`src/rtl/cachepool_l2_chan_sched.sv`:
```
// Schedules requests from the cluster AXI masters onto the interleaved L2
// channels. Each channel has its own round-robin arbiter, a single-entry
// output register and an in-flight transaction limiter.
module cachepool_l2_chan_sched #(
  parameter int unsigned NumReq         = 5,
  parameter int unsigned NumChannel     = 4,
  parameter int unsigned AddrWidth      = 32,
  parameter int unsigned IdWidth        = 6,
  parameter int unsigned ChanOffset     = 10,
  parameter int unsigned MaxOutstanding = 32,
  parameter int unsigned SrcBits        = $clog2(NumReq)
) (
  input  logic                                     clk_i,
  input  logic                                     rst_ni,
  input  logic [NumReq-1:0]                        req_valid_i,
  output logic [NumReq-1:0]                        req_ready_o,
  input  logic [NumReq*AddrWidth-1:0]              req_addr_i,
  input  logic [NumReq*IdWidth-1:0]                req_id_i,
  input  logic [NumReq-1:0]                        req_write_i,
  output logic [NumChannel-1:0]                    chan_valid_o,
  input  logic [NumChannel-1:0]                    chan_ready_i,
  output logic [NumChannel*AddrWidth-1:0]          chan_addr_o,
  output logic [NumChannel*(SrcBits+IdWidth)-1:0]  chan_id_o,
  output logic [NumChannel-1:0]                    chan_write_o,
  input  logic [NumChannel-1:0]                    cpl_valid_i,
  output logic [NumChannel*6-1:0]                  outstanding_o,
  output logic                                     busy_o
);

  localparam int unsigned ChanBits = $clog2(NumChannel);
  localparam int unsigned CntW     = 6;
  localparam int unsigned OutIdW   = SrcBits + IdWidth;

  logic [ChanBits-1:0]  req_chan   [NumReq];
  logic [SrcBits-1:0]   rr_ptr     [NumChannel];
  logic [CntW-1:0]      cnt        [NumChannel];
  logic [NumChannel-1:0] can_accept;
  logic [NumChannel-1:0] gnt_any;
  logic [SrcBits-1:0]   gnt_idx    [NumChannel];
  logic [NumReq-1:0]    gnt_req;
  logic [NumChannel-1:0] out_valid;
  logic [AddrWidth-1:0] out_addr   [NumChannel];
  logic [OutIdW-1:0]    out_id     [NumChannel];
  logic [NumChannel-1:0] out_write;

  // Target channel of each requester from the interleave bits
  always_comb begin
    for (int unsigned r = 0; r < NumReq; r++) begin
      req_chan[r] = req_addr_i[r*AddrWidth+ChanOffset +: ChanBits];
    end
  end

  // Channel can take a new request: slot free/draining and budget available
  always_comb begin
    can_accept = '0;
    for (int unsigned c = 0; c < NumChannel; c++) begin
      can_accept[c] = (!out_valid[c] || chan_ready_i[c]) &&
                      ((cnt[c] < CntW'(MaxOutstanding)) ||
                       ((cnt[c] == CntW'(MaxOutstanding)) && cpl_valid_i[c]));
    end
  end

  // Per-channel round-robin search starting at the pointer, wrapping mod NumReq.
  // A requester targets exactly one channel, so it can win at most one grant.
  always_comb begin
    int unsigned idx_wide;
    logic [SrcBits-1:0] idx;
    idx_wide = 0;
    idx      = '0;
    gnt_any  = '0;
    gnt_req  = '0;
    for (int unsigned c = 0; c < NumChannel; c++) begin
      gnt_idx[c] = '0;
    end
    for (int unsigned c = 0; c < NumChannel; c++) begin
      for (int unsigned k = 0; k < NumReq; k++) begin
        idx_wide = 32'(rr_ptr[c]) + k;
        if (idx_wide >= NumReq) idx_wide = idx_wide - NumReq;
        idx = SrcBits'(idx_wide);
        if (can_accept[c] && !gnt_any[c] && req_valid_i[idx] &&
            (req_chan[idx] == ChanBits'(c))) begin
          gnt_any[c]   = 1'b1;
          gnt_idx[c]   = idx;
          gnt_req[idx] = 1'b1;
        end
      end
    end
  end

  assign req_ready_o = rst_ni ? gnt_req : '0;

  // Output register, RR pointer and outstanding counter per channel
  always_ff @(posedge clk_i or negedge rst_ni) begin
    if (!rst_ni) begin
      for (int unsigned c = 0; c < NumChannel; c++) begin
        out_valid[c] <= 1'b0;
        out_addr[c]  <= '0;
        out_id[c]    <= '0;
        out_write[c] <= 1'b0;
        rr_ptr[c]    <= '0;
        cnt[c]       <= '0;
      end
    end else begin
      for (int unsigned c = 0; c < NumChannel; c++) begin
        if (gnt_any[c]) begin
          out_valid[c] <= 1'b1;
          out_addr[c]  <= req_addr_i[gnt_idx[c]*AddrWidth +: AddrWidth];
          out_id[c]    <= {gnt_idx[c], req_id_i[gnt_idx[c]*IdWidth +: IdWidth]};
          out_write[c] <= req_write_i[gnt_idx[c]];
          rr_ptr[c]    <= (gnt_idx[c] == SrcBits'(NumReq - 1)) ? '0
                                                               : gnt_idx[c] + SrcBits'(1);
        end else if (chan_ready_i[c]) begin
          out_valid[c] <= 1'b0;
        end
        // A completion at zero is spurious and ignored, so it never cancels a grant
        if (gnt_any[c] && !(cpl_valid_i[c] && (cnt[c] != '0))) begin
          cnt[c] <= cnt[c] + CntW'(1);
        end else if (!gnt_any[c] && cpl_valid_i[c] && (cnt[c] != '0)) begin
          cnt[c] <= cnt[c] - CntW'(1);
        end
      end
    end
  end

  // Flatten per-channel state onto the packed ports
  always_comb begin
    busy_o = 1'b0;
    for (int unsigned c = 0; c < NumChannel; c++) begin
      chan_valid_o[c]                        = out_valid[c];
      chan_addr_o[c*AddrWidth +: AddrWidth]  = out_addr[c];
      chan_id_o[c*OutIdW +: OutIdW]          = out_id[c];
      chan_write_o[c]                        = out_write[c];
      outstanding_o[c*CntW +: CntW]          = cnt[c];
      busy_o = busy_o | out_valid[c] | (cnt[c] != '0);
    end
  end

  for (genvar g = 0; g < NumChannel; g++) begin : g_cpl_chk
    a_cpl_nonzero: assert property (@(posedge clk_i) disable iff (!rst_ni)
      cpl_valid_i[g] |-> (cnt[g] != '0));
  end

endmodule

```
`config.mk`:
```
export PLATFORM = sky130hd
export DESIGN_NAME = cachepool_l2_chan_sched
export DESIGN_NICKNAME = d
export VERILOG_FILES = /design/src/rtl/cachepool_l2_chan_sched.sv
export SDC_FILE = /design/constraint.sdc
export NUM_CORES = 1
export LEC_CHECK = 0
export CAP_MARGIN = 20
export CORE_MARGIN = 10
export CORE_UTILIZATION = 53
export CTS_BUF_LIST = sky130_fd_sc_hd__clkbuf_4 sky130_fd_sc_hd__clkbuf_8 sky130_fd_sc_hd__clkbuf_16
export DETAILED_ROUTE_END_ITERATION = 12
export DONT_BUFFER_PORTS = 1
export PLACE_DENSITY = 0.73
export RECOVER_POWER = 100
export REMOVE_ABC_BUFFERS = 1
export SLEW_MARGIN = 10
export SYNTH_ARGS = -nofsm -noshare
export SYNTH_HDL_FRONTEND = slang
export SYNTH_SLANG_ARGS = --single-unit
export TNS_END_PERCENT = 5
```
`constraint.sdc`:
```
create_clock -name clk_i -period 13.69 [get_ports clk_i]
set_clock_uncertainty 0.2 [all_clocks]
set_input_delay 1.369 -clock clk_i [delete_from_list [all_inputs] [get_ports clk_i]]
set_output_delay 1.369 -clock clk_i [all_outputs]
set_load 0.02 [all_outputs]
```
---- Word-level counts from Yosys, hierarchy flattened ----
Cells that the tools add are included.
word-level totals
  bits in registers ....................... 208
  input port bits ......................... 210
  output and inout bits ................... 202
  word-level logic and storage cells ...... 643
cells by class
  add/sub/neg operators ................... 48
  multipliers ............................. 4
  order comparisons ....................... 88
  equality and inequality tests ........... 23
  shift operators ......................... 8
  mux-type cells .......................... 249
  bitwise logic cells ..................... 46
  reductions and logical operators ........ 153
operators by type and width
  cell                 number
  $shiftx 160x9->32    4
  $mux 3               44
  $bmux 2 s3           20
  $shiftx 30x7->6      4
  $mux 5               21
  $logic_and 1x1->1    100
  $lt 3x4->1 const B   24
  $or 5x5->5           19
  $ge 4x4->1 const B   20
  $mux 2               40
  $not 3->4            20
  $bmux 1 s3           24
  $mux 1               72
  $ge 4x3->1 const B   16
  $demux 1 s3          20
  $ge 3x1->1 const B   20
  $sub 3x3->3 const B  20
  $mux 6               8
  $add 3x2->4 const B  8
  $logic_not 1->1      28
  $add 6x1->6 const B  4
  $eq 6x6->1 const B   4
  $lt 6x6->1 const B   4
  $reduce_bool 6->1    4
  other kinds (13)     71

---- Logic depth before layout (Yosys ltp) ----
  word-level depth ........................ 60
  gate-level depth with buffers ........... 26
  depth with buffers taken out ............ 23

---- Worst setup path after synthesis ----
No wires, ideal clock.
  path kind ............................... input to output
  start ................................... in cpl_valid_i[3]
  end ..................................... out req_ready_o[1]
  data arrival time ....................... 4.320 ns
  required time ........................... 12.121 ns
  setup slack ............................. 7.801 ns
  cell stages on the path ................. 13
  path buffers ............................ 2
  path through ............................ or4b_1 o21ai_1 nand2_1 a211o_1 a221o_1 a211oi_1 and3_1 buf_2 buf_4 a32o_1 a211oi_1 nor4b_1 a21boi_0
on the way
  longest elaborated chain between the ends .. 27
  elaborated cells between the ends (all ways) .. 35
  those cells by class .................... mux: 10; bitwise: 4; reduce/logical: 21
ends and longest elaborated chain
  what                            RTL line  text
  start, declared                 25        input logic [NumChannel-1:0] cpl_valid_i,
  $logic_and 1x1->1 *             59        ((cnt[c] == CntW'(MaxOutstanding)) && cpl_valid_i[c]));
  $logic_or 1x1->1 *              58        ((cnt[c] < CntW'(MaxOutstanding)) ||
  $logic_and 1x1->1 *             57        can_accept[c] = (!out_valid[c] || chan_ready_i[c]) &&
  $logic_and 1x1->1 (2 in a row)  80        if (can_accept[c] && !gnt_any[c] && req_valid_i[idx] &&
  $mux 1                          80
  $logic_not 1->1                 80
  $logic_and 1x1->1 (3 in a row)  80
  $mux 1                          80
  (+4 left out)                   --
  $mux 1                          80
  $logic_not 1->1                 80
  $logic_and 1x1->1 (3 in a row)  80
  $mux 1                          80
  $logic_not 1->1                 80
  $logic_and 1x1->1 (3 in a row)  80
  $mux 5 *                        80
  $mux 5 *                        90        assign req_ready_o = rst_ni ? gnt_req : '0;
  end, declared                   16        output logic [NumReq-1:0] req_ready_o,
Every way passes the cells marked *; elsewhere a longest branch is shown, timed or not.

---- Worst setup path after layout ----
  start ................................... reg rr_ptr[3] (netlist name)
  end ..................................... reg out_addr, in the netlist chan_addr_o[83]
on the way
  longest elaborated chain between the ends .. 30
  elaborated cells between the ends (all ways) .. 83
  those cells by class .................... add/sub: 9; order compare: 5; eq/ne: 5; shift: 1; mux: 40; bitwise: 5; reduce/logical: 18
ends and longest elaborated chain
  what                                                  RTL line  text
  start, declared                                       35        logic [SrcBits-1:0] rr_ptr [NumChannel];
  start signal, assigned by index                       110       rr_ptr[c] <= (gnt_idx[c] == SrcBits'(NumReq - 1)) ? '0
  branches (longest 30 deep; another with $add 3x1->4)  --
  end signal, assigned by index                         107       out_addr[c] <= req_addr_i[gnt_idx[c]*AddrWidth +: AddrWidth];
  end, declared                                         42        logic [AddrWidth-1:0] out_addr [NumChannel];
Parallel ways; which one is timed is not known. The select of a mux whose other input is x is not followed.
A chain may end at the register's enable or synchronous reset.

==> results.sh <==
export IMPL_status="finished, violations left"
export IMPL_violations="capacitance limit, slew limit"
export IMPL_yosys_area_share_simple_pct=17.3
export IMPL_cts_resized=0
export IMPL_synth_top_cells_by_area="dfrtp_1 27%, mux2i_1 9.8%, nand2_1 4.8%"
export IMPL_critical_path_arrival_ns=10.72
export IMPL_yosysWarnings=0
export IMPL_fillers=3350
export IMPL_period_needed_ns=10.53
export IMPL_synth_top_family_by_area="compound AO/OA/AOI/OAI gates"
export IMPL_synth_most_common_cell="nand2_1"
export IMPL_fin_crit_sh_pct=76.9
export IMPL_cpMostUsedCell="clkbuf_1"
export IMPL_routed_via_density=7.74
export IMPL_critical_path_class="reg -> reg"
export IMPL_antenna_found_initial=1
export IMPL_start_util_pct=53.5
export IMPL_drive_gt1_share_pct=7.08
export IMPL_drv_cap=14
export IMPL_cp_start_kind="flop"
export IMPL_critPathTopFamily="buffers and inverters"
export IMPL_ant_nets=0
export IMPL_clockBufferDepth=3
export IMPL_yosysTopAreaCellShare_pct=26.6
export IMPL_cts_buffers=25
export IMPL_dp_hpwl_um=59700
export IMPL_rrSetupSlack_ns=3.16
export IMPL_cts_sinks=208
export IMPL_yosysTopAreaCell="dfrtp_1"
export IMPL_ys_seq_area_share_pct=26.6
export IMPL_cp_max_fo=45
export IMPL_cts_tree="done"
export IMPL_yosys_mux_area_fraction_pct=10.9
export IMPL_async_reset_ff_share_pct=100
export IMPL_nNetsFinal=2460
export IMPL_synth_fa_ha_area_share_pct=4.47
export IMPL_ys_flop_type="dfrtp_1"
export IMPL_path_cells="clkbuf_1 > clkinv_1 > ha_1 > inv_1 > a2111oi_0 > a21oi_1 > o221ai_1 > o31ai_1 > nand2b_1 > nor2_4 > clkbuf_1 > nor2_1 > nand2_1 > clkbuf_1 > o221ai_1"
export IMPL_fp_dieH_um=212
export IMPL_r2r_start="rr_ptr[3]"
export IMPL_grt_overflow=0
export IMPL_crit_required_ns=13.88
export IMPL_worstMarginPinSlew_ns=3.72
export IMPL_synth_area_per_cell_um2=8.42
export IMPL_grtUsageTotal_pct=36.9
export IMPL_synth_compound_area_share_pct=33.3
export IMPL_grt_pass1_wl_um=128000
export IMPL_synth_seq_cells=208
export IMPL_drcViolationCount=0
export IMPL_dr_pass1_iters=6
export IMPL_insertion_delay_ns=0.57
export IMPL_placementRows=70
export IMPL_hold_viol_final=0
export IMPL_setup_viol=0
export IMPL_hold_buffers=0
export IMPL_num_antenna_cells=0
export IMPL_path_clk_slew_ns=0.06
export IMPL_die_x_um=212
export IMPL_port_buffers=0
export IMPL_h_tree_depth=1
export IMPL_ioPinCount=412
export IMPL_synth_cell_type_count=99
export IMPL_synth_xor_area_share_pct=1.92
export IMPL_rsz0062_at_grt="false"
export IMPL_crit_buf_inv=5
export IMPL_netlist_area_um2=19500
export IMPL_grt_max_degree=214
export IMPL_wl_per_cell_um=32.8
export IMPL_critPathMaxStageDelay_ns=2.31
export IMPL_synth_edf_count=0
export IMPL_synth_cells=2320
export IMPL_critPathSlowestCell="clkbuf_1"
export IMPL_hold_path_class="in -> async"
export IMPL_end_kind="flop"
export IMPL_drt_wl_total_um=87700
export IMPL_relSlewSlack_pct=-148
export IMPL_synth_common_cells="249 x nand2_1, 208 x dfrtp_1, 191 x mux2i_1"
export IMPL_reg2reg_to="chan_addr_o[83]"
export IMPL_layoutNonFillerInstCount=2672
export IMPL_drt_iter0_drc=2834
export IMPL_post_cts_buffers=0
export IMPL_grt_pass1_vias=19700
export IMPL_die_area_um2=44900
export IMPL_cts_root_buf="clkbuf_16"
export IMPL_syn_to_final_growth_pct=3.31
export IMPL_num_vias=20700
export IMPL_layout_setup_ws_ns=3.16
export IMPL_dpl_cell_count=2624
export IMPL_place_congestion=1.06
export IMPL_coreArea_um2=36500
export IMPL_maxSlewViolCount=588
export IMPL_rr_worst_depth=15
export IMPL_fin_setup_tns_ns=0
export IMPL_dp_slack_ns=6.61
export IMPL_max_freq_ghz=0.0950
-- layout by cell type, fill, tap and decap left out, types with 21 or more instances in the layout --
cell / netlist / layout
xnor2_1: 33 / 33
nor3_1: 33 / 33
nand2b_1: 39 / 39
clkbuf_16: 0 / 25
nor2_1: 83 / 82
a21o_1: 29 / 29
inv_1: 44 / 45
a211oi_1: 30 / 30
o211ai_1: 21 / 21
a21oi_1: 156 / 156
or3_1: 32 / 30
a32o_1: 68 / 67
o221ai_2: 36 / 27
a22oi_1: 122 / 122
o221ai_1: 32 / 41
ha_1: 57 / 57
dfrtp_1: 208 / 208
mux2i_1: 191 / 190
nand3_1: 43 / 43
nor2b_1: 38 / 38
o21ai_0: 141 / 197
nand2_1: 249 / 248
-- routing by layer --
layer  track usage [%]  up-vias  part of all wire (%)
met1              44.7     9990                    35
met3              11.7      377                    14
li1                  -     8623                     -
met2              57.7     1690                    45
met4              19.2        2                   6.1
met5                 0        -                 0.014
-- cells by family after synthesis --
logic type,Yosys count
flops,208
mux,207
simple gates,669
buf+inv,241
compound gates,888
xor+xnor,42
fa+ha+maj,65
-- sequential cells by signal, summed over array words and instances, names as in the netlist --
register / count
chan_valid_o: 4
chan_addr_o: 128
chan_write_o: 4
outstanding_o: 24
chan_id_o: 36
rr_ptr: 12
-- worst reg2reg max path: cells and delay by family, from the launching register on --
family / cells / cell delay (ns)
AO/OA/AOI/OAI: 5 / 1.37
adder cells (fa/ha/maj): 1 / 0.95
buffers and inverters: 5 / 5.67
flip-flops: 1 / 0.32
AND/OR/NAND/NOR: 4 / 1.87
-- through the flow --
stage               area, µm²  hold slack (ns)  util, %
floorplan               18700            0.382        -
global placement        19500            0.414     53.5
detailed placement      19500            0.412     53.5
CTS                     20300            0.289     55.7
global route            20200            0.296     55.2
finish                  20200            0.312     55.2
-- final cells by class --
type	instances	area [µm²]	share of cell area (%)
Clock inverter	13	98.8	0.490
Timing Repair Buffer	26	139	0.688
Tap cell	468	586	2.90
Clock buffer	33	717	3.55
Multi-Input combinational cell	1871	13200	65.6
Inverter	53	199	0.986
Sequential cell	208	5200	25.8
-- worst max path at each step --
stage                          from               to  slack, ns  cells after the start
after floorplan           rr_ptr[3]        rr_ptr[5]       3.59                     15
after global placement    rr_ptr[0]   req_ready_o[3]       6.66                     14
after detailed placement  rr_ptr[0]   req_ready_o[3]       6.61                     14
after CTS                 rr_ptr[0]   req_ready_o[3]       5.99                     14
after global routing      rr_ptr[3]  chan_addr_o[88]       2.92                     15
final                     rr_ptr[3]  chan_addr_o[83]       3.16                     15
Power is left out: the tool's default activity adds up to more than one toggle a clock period on the data nets, which glitch-free logic cannot reach.
